<file path="src/rtl/tap_data_regs.sv">
`default_nettype none
// ============================================================================
//  Module      : tap_data_regs
//  Description : JTAG instruction register plus BYPASS/IDCODE/USER data
//                registers, driven by the TAP controller's state observation.
//  Revision    : 1.0 - initial release
// ============================================================================
module tap_data_regs #(
    parameter int          IR_W     = 3,
    parameter int          USER_W   = 8,
    parameter logic [31:0] IDCODE   = 32'h1000_0A5B,
    parameter logic [USER_W-1:0] USER_RST = '0
) (
    input  logic              GCLK_Pad,
    input  logic              RSTN_Pad,
    input  logic [2:0]        St_obs,
    input  logic              TDI_Pad,
    input  logic [USER_W-1:0] user_in,
    output logic              TDO_Pad,
    output logic [IR_W-1:0]   ir_out,
    output logic [USER_W-1:0] user_out,
    output logic              user_upd
);

    localparam logic [2:0] c_ST_TLR    = 3'd0;
    localparam logic [2:0] c_ST_RTI    = 3'd1;
    localparam logic [2:0] c_ST_CAP_DR = 3'd2;
    localparam logic [2:0] c_ST_SH_DR  = 3'd3;
    localparam logic [2:0] c_ST_UPD_DR = 3'd4;
    localparam logic [2:0] c_ST_CAP_IR = 3'd5;
    localparam logic [2:0] c_ST_SH_IR  = 3'd6;
    localparam logic [2:0] c_ST_UPD_IR = 3'd7;

    // Every code other than IDCODE and USER decodes to BYPASS.
    localparam logic [IR_W-1:0] c_INS_IDCODE  = IR_W'(1);
    localparam logic [IR_W-1:0] c_INS_USER    = IR_W'(2);
    localparam logic [IR_W-1:0] c_IR_CAPTURE  = IR_W'(1);

    logic [IR_W-1:0]   r_ir_sr;
    logic [IR_W-1:0]   r_ir_out;
    logic              r_bp;
    logic [31:0]       r_id_sr;
    logic [USER_W-1:0] r_us_sr;
    logic [USER_W-1:0] r_user_out;
    logic              r_user_upd;
    logic              r_tdo;

    logic [IR_W-1:0]   w_ir_shift;
    logic [31:0]       w_id_shift;
    logic [USER_W-1:0] w_us_shift;
    logic              w_sel_id;
    logic              w_sel_user;
    logic              w_tdo_nxt;

    assign w_ir_shift = {TDI_Pad, r_ir_sr[IR_W-1:1]};
    assign w_id_shift = {TDI_Pad, r_id_sr[31:1]};

    generate
        if (USER_W == 1) begin : g_us_shift_1
            assign w_us_shift = TDI_Pad;
        end else begin : g_us_shift_n
            assign w_us_shift = {TDI_Pad, r_us_sr[USER_W-1:1]};
        end
    endgenerate

    assign w_sel_id   = (r_ir_out == c_INS_IDCODE);
    assign w_sel_user = (r_ir_out == c_INS_USER);

    // TDO carries bit0 of whatever register the current state just loaded or shifted.
    always_comb begin
        w_tdo_nxt = 1'b0;
        case (St_obs)
            c_ST_CAP_IR: w_tdo_nxt = c_IR_CAPTURE[0];
            c_ST_SH_IR:  w_tdo_nxt = w_ir_shift[0];
            c_ST_CAP_DR: begin
                if (w_sel_id)
                    w_tdo_nxt = IDCODE[0];
                else if (w_sel_user)
                    w_tdo_nxt = user_in[0];
                else
                    w_tdo_nxt = 1'b0;
            end
            c_ST_SH_DR: begin
                if (w_sel_id)
                    w_tdo_nxt = w_id_shift[0];
                else if (w_sel_user)
                    w_tdo_nxt = w_us_shift[0];
                else
                    w_tdo_nxt = TDI_Pad;
            end
            default: w_tdo_nxt = 1'b0;
        endcase
    end

    always_ff @(posedge GCLK_Pad or negedge RSTN_Pad) begin
        if (!RSTN_Pad) begin
            r_ir_sr    <= '0;
            r_ir_out   <= c_INS_IDCODE;
            r_bp       <= 1'b0;
            r_id_sr    <= '0;
            r_us_sr    <= '0;
            r_user_out <= USER_RST;
            r_user_upd <= 1'b0;
            r_tdo      <= 1'b0;
        end else begin
            r_user_upd <= 1'b0;
            r_tdo      <= w_tdo_nxt;
            case (St_obs)
                c_ST_TLR:    r_ir_out <= c_INS_IDCODE;
                c_ST_RTI:    ;
                c_ST_CAP_IR: r_ir_sr  <= c_IR_CAPTURE;
                c_ST_SH_IR:  r_ir_sr  <= w_ir_shift;
                c_ST_UPD_IR: r_ir_out <= r_ir_sr;
                c_ST_CAP_DR: begin
                    if (w_sel_id)
                        r_id_sr <= IDCODE;
                    else if (w_sel_user)
                        r_us_sr <= user_in;
                    else
                        r_bp <= 1'b0;
                end
                c_ST_SH_DR: begin
                    if (w_sel_id)
                        r_id_sr <= w_id_shift;
                    else if (w_sel_user)
                        r_us_sr <= w_us_shift;
                    else
                        r_bp <= TDI_Pad;
                end
                c_ST_UPD_DR: begin
                    if (w_sel_user) begin
                        r_user_out <= r_us_sr;
                        r_user_upd <= 1'b1;
                    end
                end
                default: ;
            endcase
        end
    end

    assign TDO_Pad  = r_tdo;
    assign ir_out   = r_ir_out;
    assign user_out = r_user_out;
    assign user_upd = r_user_upd;

endmodule
`default_nettype wire
</file>
<file path="config.mk">
export PLATFORM = sky130hd
export DESIGN_NAME = tap_data_regs
export DESIGN_NICKNAME = d
export VERILOG_FILES = /design/src/rtl/tap_data_regs.sv
export SDC_FILE = /design/constraint.sdc
export NUM_CORES = 1
export LEC_CHECK = 0
export CAP_MARGIN = 20
export CORE_UTILIZATION = 55
export CTS_CLUSTER_DIAMETER = 120
export DETAILED_ROUTE_END_ITERATION = 10
export PLACE_DENSITY = 0.81
export SYNTH_ARGS = -nofsm -noshare
export SYNTH_HDL_FRONTEND = slang
export SYNTH_SLANG_ARGS = --single-unit
</file>
<file path="constraint.sdc">
create_clock -name GCLK_Pad -period 2.2 [get_ports GCLK_Pad]
set_input_delay 0.44 -clock GCLK_Pad [delete_from_list [all_inputs] [get_ports GCLK_Pad]]
set_output_delay 0.44 -clock GCLK_Pad [all_outputs]
set_load 0.005 [all_outputs]
</file>
==> results of run 1 <==
worst max-delay path by stage:
stage                         start    endpoint  slack (ns)  cells past startpoint
after global routing      ir_out[0]   ir_out[0]        0.22                      1
after CTS                 ir_out[0]   ir_out[0]        0.25                      1
after floorplan           St_obs[2]  r_us_sr[0]        0.43                      4
after detailed placement  St_obs[1]  r_us_sr[7]       0.002                      5
final                     ir_out[0]   ir_out[0]        0.27                      1
after global placement    St_obs[1]  r_us_sr[1]        0.02                      5
synthesized netlist by cell type, drive strengths merged:
master	number
inv	3
xnor2	1
or3b	1
buf	1
o221ai	1
dfrtp	54
nor3b	1
o21bai	1
a31oi	2
nand2	28
or2	2
clkbuf	17
nand4b	1
nor2b	3
nand3	1
nand3b	3
mux2	24
nor2	12
o2bb2ai	2
a21oi	4
a21boi	1
a211oi	2
dfstp	1
nand2b	2
nor4b	1
a22oi	1
o21ai	62
o22ai	1
a211o	1
nor3	2
area by class of cell:
type / instances / share of cell area
sequential: 55 / 0.472
multi-input combinational: 160 / 0.335
timing repair buffer: 37 / 0.133
clock buffer: 8 / 0.0343
tap: 50 / 0.0215
inverter: 3 / 0.00386
cell families (layout without fill, tap and decap cells):
logic type                Yosys count  in the layout  synth area share
AOI/OAI and AO/OA                  78             78             0.173
and+or+nand+nor                    57             57             0.114
DFF                                55             55             0.566
xor gates and xnor gates            1              1           0.00360
buffers and inverters              21             48            0.0329
muxes                              24             24             0.111
layer usage:
| layer | global-route usage | vias up |
|---|---|---|
| met1 | 0.322 | 886 |
| met3 | 0.0543 | 6 |
| met4 | 0.0625 | 0 |
| met2 | 0.365 | 29 |
| li1 | - | 871 |
| met5 | 0 | - |
per-stage QoR:
| stage | std cells | area, sq um | power [uW] | hold WS (ns) | utilization |
|---|---|---|---|---|---|
| 2_1_floorplan | 236 | 2430 | 1500 | 0.144 | - |
| 3_3_place_gp | 305 | 2820 | 1650 | 0.443 | 0.684 |
| 3_5_place_dp | 305 | 2820 | 1670 | 0.430 | 0.684 |
| 4_1_cts | 313 | 2920 | 2270 | 0.0928 | 0.709 |
| 5_1_grt | 313 | 2920 | 2380 | 0.114 | 0.709 |
| 6_report | 313 | 2920 | 2250 | 0.0870 | 0.709 |
worst register-to-register path: stages (launching register included):
cell	delay, ns
dfrtp_1	0.47
or3b_1	0.48
nor3b_4	0.24
buf_12	0.15
mux2_2	0.33
where the power goes:
part | switching, uW | leakage (uW) | internal [uW]
Sequential | 103 | 0.000735 | 1170
Clock | 306 | 0.0000515 | 288
Combinational | 190 | 0.000504 | 197
Total | 598 | 0.00129 | 1650
registers in the layout, summed over array words and instances (netlist names):
register and flops:
r_us_sr 8, user_upd 1, r_id_sr 31, ir_out 3, TDO_Pad 1, user_out 8, r_ir_sr 3
==> impl_metrics.tcl, run 1 <==
set metrics [dict create \
    cp_cell_sequence "clkdlybuf4s50_1" \
    rsz0062_at_grt "no" \
    critical_path_class "flip-flop to output pin" \
    drt_first_pass_iters 4 \
    antenna_found_initial 0 \
    yosysTopAreaCell "dfrtp_1" \
    ff2ff_setup_slack_ns 0.42 \
    drc 0 \
    pin_count 27 \
    ant_nets 0 \
    post-place-ws_ns 0.00195 \
    ys_types 31 \
    seq_area_sq_um 1380 \
    finalHoldViolations 0 \
    routed_wl_mm 4.76 \
    synth-seq-cells 55 \
    post_drt_wl_per_cell_microns 15.2 \
    skew_ns 0.00389 \
    die-area_sq_um 4700 \
    ir_drop_uv 555 \
    final_cell_mix "57 x o21ai_0, 54 x dfrtp_1, 28 x nand2_1, 25 x clkdlybuf4s50_1, 24 x mux2_2" \
    ys_warn_count 0 \
    worstHoldPathType "input port to asynchronous set/reset pin" \
    cp-end-kind "output pin" \
    syn2layout_area_growth_pct 19.8 \
    grt_pass1_vias 1654 \
    leakage_uw 0.00129 \
    initial_core_util 0.592 \
    root_buffer "clkbuf_8" \
    clk_latency_ns 0.31 \
    cts-resized-gates 0 \
    critPathSlowestCell "dfstp_2" \
    crit_arrival_ns 1.49 \
    avgSynthCellArea_sq_um 10.3 \
    vias 1792 \
    synthesis.nets 250 \
    wl_met3_microns 152 \
    diodes 0 \
    cts_htree_levels 2 \
    path_buf_inv 1 \
    wl_met2_mm 2.25 \
    reg2regPathDepth 4 \
    required_ns 1.76 \
    cts_tree "yes" \
    setup-violations-final 0 \
    p_per_area_nw_per_um2 771 \
    worstMarginPinSlew_ns 0.502 \
    max_cap_violations 0 \
    start_kind "flip-flop" \
    die_height_microns 68.5 \
    slowest_delay_ns 0.65 \
    cp_max_fo 9 \
    die_w_microns 68.5 \
    synth-seq-area-share 0.566 \
    critical-path-top-delay-family "flip-flops" \
    clkTransAtPathRegs_ns 0.09 \
    syn_area_sq_um 2430 \
    layout_commonest_cell "o21ai_0" \
    holdBufCountCts 0 \
    synth_area_leaders "dfrtp_1 55%, o21ai_0 12%, mux2_2 11%" \
    clock.fmax_mhz 518 \
    grt_max_degree 36 \
    r2r-start "ir_out[2]" \
    post-cts-setup-buffer-count 0 \
    numPortBuffers 26 \
    hpwl_mm 3.04 \
    cts_buffer_depth 2 \
    finalCritPeriodShare 0.878 \
    overflow 0 \
    std_cell_rows 23 \
    slew_viol_final 0 \
    layout-drive-gt1-share 0.179 \
    cts_buffers 5 \
    place_congestion 0.722 \
    dr.max_layer_used "met4" \
    fillers 313 \
    via_per_inst 5.73 \
    multiInputGateArea_sq_um 977 \
    setup_tns_ns 0 \
    min_period_ns 1.93 \
    final_nets 276 \
    grt_pass1_wl_mm 7.89 \
    cts.sinks 55 \
    fin_ws_ns 0.268 \
    status "completed" \
    syn_inst 236 \
    synth.top_cell.area_share 0.555 \
    grt_usage 0.232 \
    slew_headroom 0.665 \
    drtIter0Drc 112 \
    worst_r2r_endpoint "r_us_sr[3]" \
    wl_met1_mm 2.28 \
    coreArea_sq_um 4120 \
]
(Power assumes the default switching activity.)
==> run 2, diff against run 1 <==
--- a/config.mk
+++ b/config.mk
@@ -6,10 +6,13 @@
 export NUM_CORES = 1
 export LEC_CHECK = 0
 export CAP_MARGIN = 20
+export CORE_MARGIN = 2
 export CORE_UTILIZATION = 55
 export CTS_CLUSTER_DIAMETER = 120
 export DETAILED_ROUTE_END_ITERATION = 10
 export PLACE_DENSITY = 0.81
+export SETUP_SLACK_MARGIN = 0.05
 export SYNTH_ARGS = -nofsm -noshare
 export SYNTH_HDL_FRONTEND = slang
 export SYNTH_SLANG_ARGS = --single-unit
+export TNS_END_PERCENT = 10
==> run 2 against run 1 <==
  * Non-clock buffer count grew 1
  * First-iteration DRC count shrank 17%
  * Setup slack gained 0.014 ns
  * Sequential share of layout area grew 0.081 points
  * Critical path type unchanged
  * Highest routed layer unchanged
==> impl_metrics.tcl, run 2 (synthesized netlist as in run 1, its figures left out) <==
set metrics [dict create \
    status "completed" \
    finalCritPeriodShare 0.872 \
    fin_cells 316 \
    cts.sinks 55 \
    setup_tns_ns 0 \
    routed_wl_mm 4.66 \
    cp-end-kind "output pin" \
    layout_commonest_cell "o21ai_0" \
    std_cell_rows 24 \
    power_switching_uw 593 \
    setup-violations-final 0 \
    pin_count 27 \
    cp_cell_sequence "clkdlybuf4s50_1" \
    p_per_area_nw_per_um2 749 \
    clkTransAtPathRegs_ns 0.10 \
    final_nets 277 \
    fin_ws_ns 0.282 \
    clk_latency_ns 0.30 \
    ir_drop_uv 485 \
    die-area_sq_um 4980 \
    slew_viol_final 0 \
    slew_headroom 0.648 \
    clock.fmax_mhz 521 \
    initial_core_util 0.567 \
    final_cell_mix "57 x o21ai_0, 54 x dfrtp_1, 28 x nand2_1, 25 x clkdlybuf4s50_1, 24 x mux2_2" \
    die_height_microns 70.5 \
    post_drt_wl_per_cell_microns 14.7 \
    place_congestion 0.747 \
    post-place-ws_ns -0.0124 \
    numPortBuffers 26 \
    cts_buffer_depth 2 \
    p_int_uw 1590 \
    worstMarginPinSlew_ns 0.527 \
    coreArea_sq_um 4290 \
    design_power_total_uw 2180 \
    layout-drive-gt1-share 0.182 \
    die_w_microns 70.5 \
    grt_usage 0.202 \
    rsz0062_at_grt "no" \
    drc 0 \
    overflow 0 \
    max_cap_violations 0 \
    skew_ns 0.0115 \
    drt_first_pass_iters 4 \
    regMostFlops "r_id_sr" \
    grt_pass1_vias 1826 \
    seq_power_share 0.582 \
    leakage_uw 0.00129 \
    cts_tree "yes" \
    start_kind "flip-flop" \
    diodes 0 \
    ant_nets 0 \
    antenna_found_initial 0 \
    drtIter0Drc 93 \
    vias 1800 \
    hpwl_mm 3.04 \
    cts_htree_levels 2 \
    required_ns 1.76 \
    grt_pass1_wl_mm 8.20 \
    critical-path-top-delay-family "flip-flops" \
    post-cts-setup-buffer-count 0 \
    syn2layout_area_growth_pct 19.6 \
    worstHoldPathType "input port to asynchronous set/reset pin" \
    grt_max_degree 33 \
    root_buffer "clkbuf_8" \
    dp_cells 308 \
    largest_reg_flops 31 \
    path_buf_inv 1 \
    min_period_ns 1.92 \
    finalHoldViolations 0 \
    comb_power_share 0.177 \
    p_sw_frac 0.272 \
    holdBufCountCts 0 \
    cts_buffers 5 \
    cts-resized-gates 0 \
    slowest_delay_ns 0.65 \
    critical_path_class "flip-flop to output pin" \
    clockPowerShare 0.241 \
    cp_max_fo 9 \
    via_per_inst 5.70 \
    critPathSlowestCell "dfstp_2" \
    crit_arrival_ns 1.48 \
]
[run 2: cell count changes in the layout (fill, tap and decap cells not counted), sizes merged]
cell | previous run | this run
clkbuf | 8 | 6
clkinvlp | 0 | 1
buf | 12 | 13
clkinv | 0 | 1
[run 2: worst paths after layout]
| check | from | endpoint | slack (ns) | depth (start not counted) |
|---|---|---|---|---|
| worst max-delay path | ir_out[0] | ir_out[0] | 0.28 | 1 |
| worst min-delay path | RSTN_Pad | r_id_sr[1] | 0.11 | 1 |
| worst max register to register | ir_out[2] | r_us_sr[5] | 0.42 | 4 |
| worst min register to register | user_out[4] | user_out[4] | 0.51 | 1 |
| max in group asynchronous | RSTN_Pad | r_id_sr[30] | 1.46 | 2 |
| min in group GCLK_Pad | user_out[4] | user_out[4] | 0.51 | 1 |
[run 2: final cells by class]
| cell class | count | area, sq um |
|---|---|---|
| repair buffers | 38 | 395 |
| inverters | 3 | 11.3 |
| multi-input cells | 160 | 977 |
| fillers | 352 | 1380 |
| well taps | 52 | 65.1 |
| flip-flops and latches | 55 | 1380 |
| clock buffers | 6 | 72.6 |
| clock inverters | 2 | 12.5 |
[run 2: power groups by stage]
stage | Clock, uW | Sequential [uW] | Combinational (uW)
floorplan | 0 | 1250 | 249
global placement | 0 | 1280 | 373
detailed placement | 0 | 1280 | 389
CTS | 541 | 1270 | 390
global route | 579 | 1290 | 442
finish | 526 | 1270 | 386
[run 2: per-layer routing]
layer  share of wire  vias to the layer above  global-route usage
li1                -                      876                   -
met5               0                        -                   0
met3           0.029                        6              0.0328
met4           0.015                        0              0.0713
met2            0.50                       30               0.326
met1            0.46                      888               0.283
[run 2: metrics by stage]
step            util  hold WS [ns]  instance area [sq um]
5_1_grt        0.678         0.127                   2910
3_5_place_dp   0.658         0.445                   2830
2_1_floorplan      -         0.144                   2430
3_3_place_gp   0.658         0.443                   2830
6_report       0.678         0.106                   2910
4_1_cts        0.678         0.113                   2910
==> run 3, diff against run 2 <==
--- a/config.mk
+++ b/config.mk
@@ -9,6 +9,7 @@
 export CORE_MARGIN = 2
 export CORE_UTILIZATION = 55
 export CTS_CLUSTER_DIAMETER = 120
+export CTS_CLUSTER_SIZE = 16
 export DETAILED_ROUTE_END_ITERATION = 10
 export PLACE_DENSITY = 0.81
 export SETUP_SLACK_MARGIN = 0.05
==> constraint.sdc (replaced) <==
create_clock -name GCLK_Pad -period 2.2 [get_ports GCLK_Pad]
set_input_delay 0.44 -clock GCLK_Pad [delete_from_list [all_inputs] [get_ports GCLK_Pad]]
set_output_delay 0.44 -clock GCLK_Pad [all_outputs]
set_load 0.05 [all_outputs]
==> run 3 against run 2 <==
  * Worst hold slack worse by 0.0036 ns
  * Sequential cell count unchanged
  * Global-route usage up 0.48 points
  * Wire length up 3.8%
  * Register-to-register slack about the same
  * Clock power up 30%
  * Critical path depth unchanged
  * Sequential power about the same
  * Critical path type unchanged
  * First-iteration DRC count up 15%
  * Via count up 0.33%
==> impl_metrics.tcl, run 3 (synthesized netlist as in run 1, its figures left out) <==
set metrics [dict create \
    p_int_uw 1730 \
    layout-drive-gt1-share 0.189 \
    cts.sinks 55 \
    diodes 0 \
    clockPowerShare 0.285 \
    crit_path_end "ir_out[1]" \
    slew_viol_final 0 \
    worstMarginPinSlew_ns 0.533 \
    regMostFlops "r_id_sr" \
    p_sw_frac 0.281 \
    cts_htree_levels 2 \
    required_ns 1.76 \
    crit_arrival_ns 1.69 \
    cts_buffer_depth 2 \
    wl_met1_mm 2.28 \
    post-place-ws_ns 0.00497 \
    start_kind "flip-flop" \
    die_w_microns 70.5 \
    reg2regPathDepth 4 \
    fin_cells 316 \
    wl_met3_microns 174 \
    clk_latency_ns 0.31 \
    die-area_sq_um 4980 \
    coreArea_sq_um 4290 \
    critPathSlowestCell "clkdlybuf4s50_1" \
    skew_ns 0.00738 \
    vias 1806 \
    largest_reg_flops 31 \
    cp_cell_sequence "clkdlybuf4s50_1" \
    critical-path-top-delay-family "buffers and inverters" \
    utilization 0.686 \
    initial_core_util 0.567 \
    final_nets 277 \
    ff2ff_setup_slack_ns 0.41 \
    cts_tree "yes" \
    placed_area_sq_um 2820 \
    place_congestion 0.729 \
    drtIter0Drc 107 \
    grt_max_degree 33 \
    setup_tns_ns 0 \
    fillers 332 \
    worstHoldPathType "input port to asynchronous set/reset pin" \
    r2r-start "ir_out[2]" \
    wl_met2_mm 2.29 \
    power_switching_uw 677 \
    via_per_inst 5.72 \
    grt_pass1_wl_mm 8.29 \
    slew_headroom 0.644 \
    cp.depth 1 \
    finalCritPeriodShare 0.966 \
    clock.fmax_mhz 471 \
    std_cell_rows 24 \
    status "completed" \
    slowest_delay_ns 0.86 \
    comb_power_share 0.187 \
    die_height_microns 70.5 \
    cp_max_fo 9 \
    critical_path_class "flip-flop to output pin" \
    dr.max_layer_used "met4" \
    holdBufCountCts 0 \
    numPortBuffers 26 \
    clkTransAtPathRegs_ns 0.10 \
    syn2layout_area_growth_pct 20.9 \
    min_period_ns 2.13 \
    grt_usage 0.207 \
    leakage_uw 0.00132 \
    path_buf_inv 1 \
    layout_commonest_cell "o21ai_0" \
    finalHoldViolations 0 \
    routed_wl_mm 4.84 \
    ir_drop_uv 452 \
    cp-end-kind "output pin" \
    pin_count 27 \
    p_per_area_nw_per_um2 818 \
    overflow 0 \
    seq_power_share 0.528 \
    final_cell_mix "57 x o21ai_0, 54 x dfrtp_1, 28 x nand2_1, 24 x mux2_2, 23 x clkdlybuf4s50_1" \
    drc 0 \
    fin_ws_ns 0.0748 \
    root_buffer "clkbuf_8" \
    fin_area_sq_um 2940 \
    antenna_found_initial 0 \
    ant_nets 0 \
    max_cap_violations 0 \
    worst_r2r_endpoint "r_us_sr[7]" \
    startpoint "ir_out[1]" \
    cts_buffers 5 \
    hpwl_mm 3.04 \
    dp_cells 308 \
    rsz0062_at_grt "yes" \
    drt_first_pass_iters 4 \
    grt_pass1_vias 1784 \
    setup-violations-final 0 \
    post_drt_wl_per_cell_microns 15.3 \
]
==> run 3: changes by cell type in the layout (fill, tap and decap cells not counted) <==
cell             change
buf_4                +1
clkbuf_8             +1
dlymetal6s2s_1       +1
clkinvlp_4           -1
clkbuf_1             -1
clkdlybuf4s50_1      -2
bufinv_16            +1
==> run 3: what timing repair did <==
| item | CTS | global route |
|---|---|---|
| hold endpoints to repair | 0 | 0 |
| gates resized for setup | 0 | 1 |
| setup buffers | 0 | 0 |
| setup endpoints to repair | 0 | 2 |
==> run 3: power by group through the flow <==
stage / Sequential [uW] / Combinational [uW] / Clock [uW]
3_3_place_gp: 1280 / 436 / 0
3_5_place_dp: 1290 / 449 / 0
5_1_grt: 1290 / 506 / 732
2_1_floorplan: 1310 / 249 / 0
4_1_cts: 1270 / 453 / 702
6_report: 1270 / 451 / 686
==> run 3: worst min path at each step <==
stage,from,end,slack [ns],cells past startpoint
6_report,RSTN_Pad,r_id_sr[2],0.10,1
5_1_grt,RSTN_Pad,r_id_sr[19],0.12,1
4_1_cts,RSTN_Pad,r_id_sr[20],0.10,1
3_5_place_dp,RSTN_Pad,r_id_sr[20],0.44,1
3_3_place_gp,RSTN_Pad,r_id_sr[20],0.44,1
2_1_floorplan,RSTN_Pad,TDO_Pad,0.14,0
==> run 3: routing by layer <==
metal	up-vias	track usage
met1	881	0.302
met2	38	0.317
li1	879	-
met4	0	0.0650
met3	8	0.0442
met5	-	0
==> run 3: final cells by class <==
| type | count | area, sq um | area share |
|---|---|---|---|
| well taps | 52 | 65.1 | 0.0221 |
| clock buffers | 6 | 82.6 | 0.0280 |
| multi-input cells | 160 | 977 | 0.332 |
| inverters | 3 | 11.3 | 0.00382 |
| flip-flops and latches | 55 | 1380 | 0.468 |
| repair buffers | 38 | 395 | 0.134 |
| clock inverters | 2 | 35.0 | 0.0119 |
==> run 3: metrics by stage <==
stage	hold slack [ns]	total power, uW
after floorplan	0.144	1560
after global routing	0.123	2530
after detailed placement	0.442	1740
final	0.102	2410
after CTS	0.104	2430
after global placement	0.438	1720
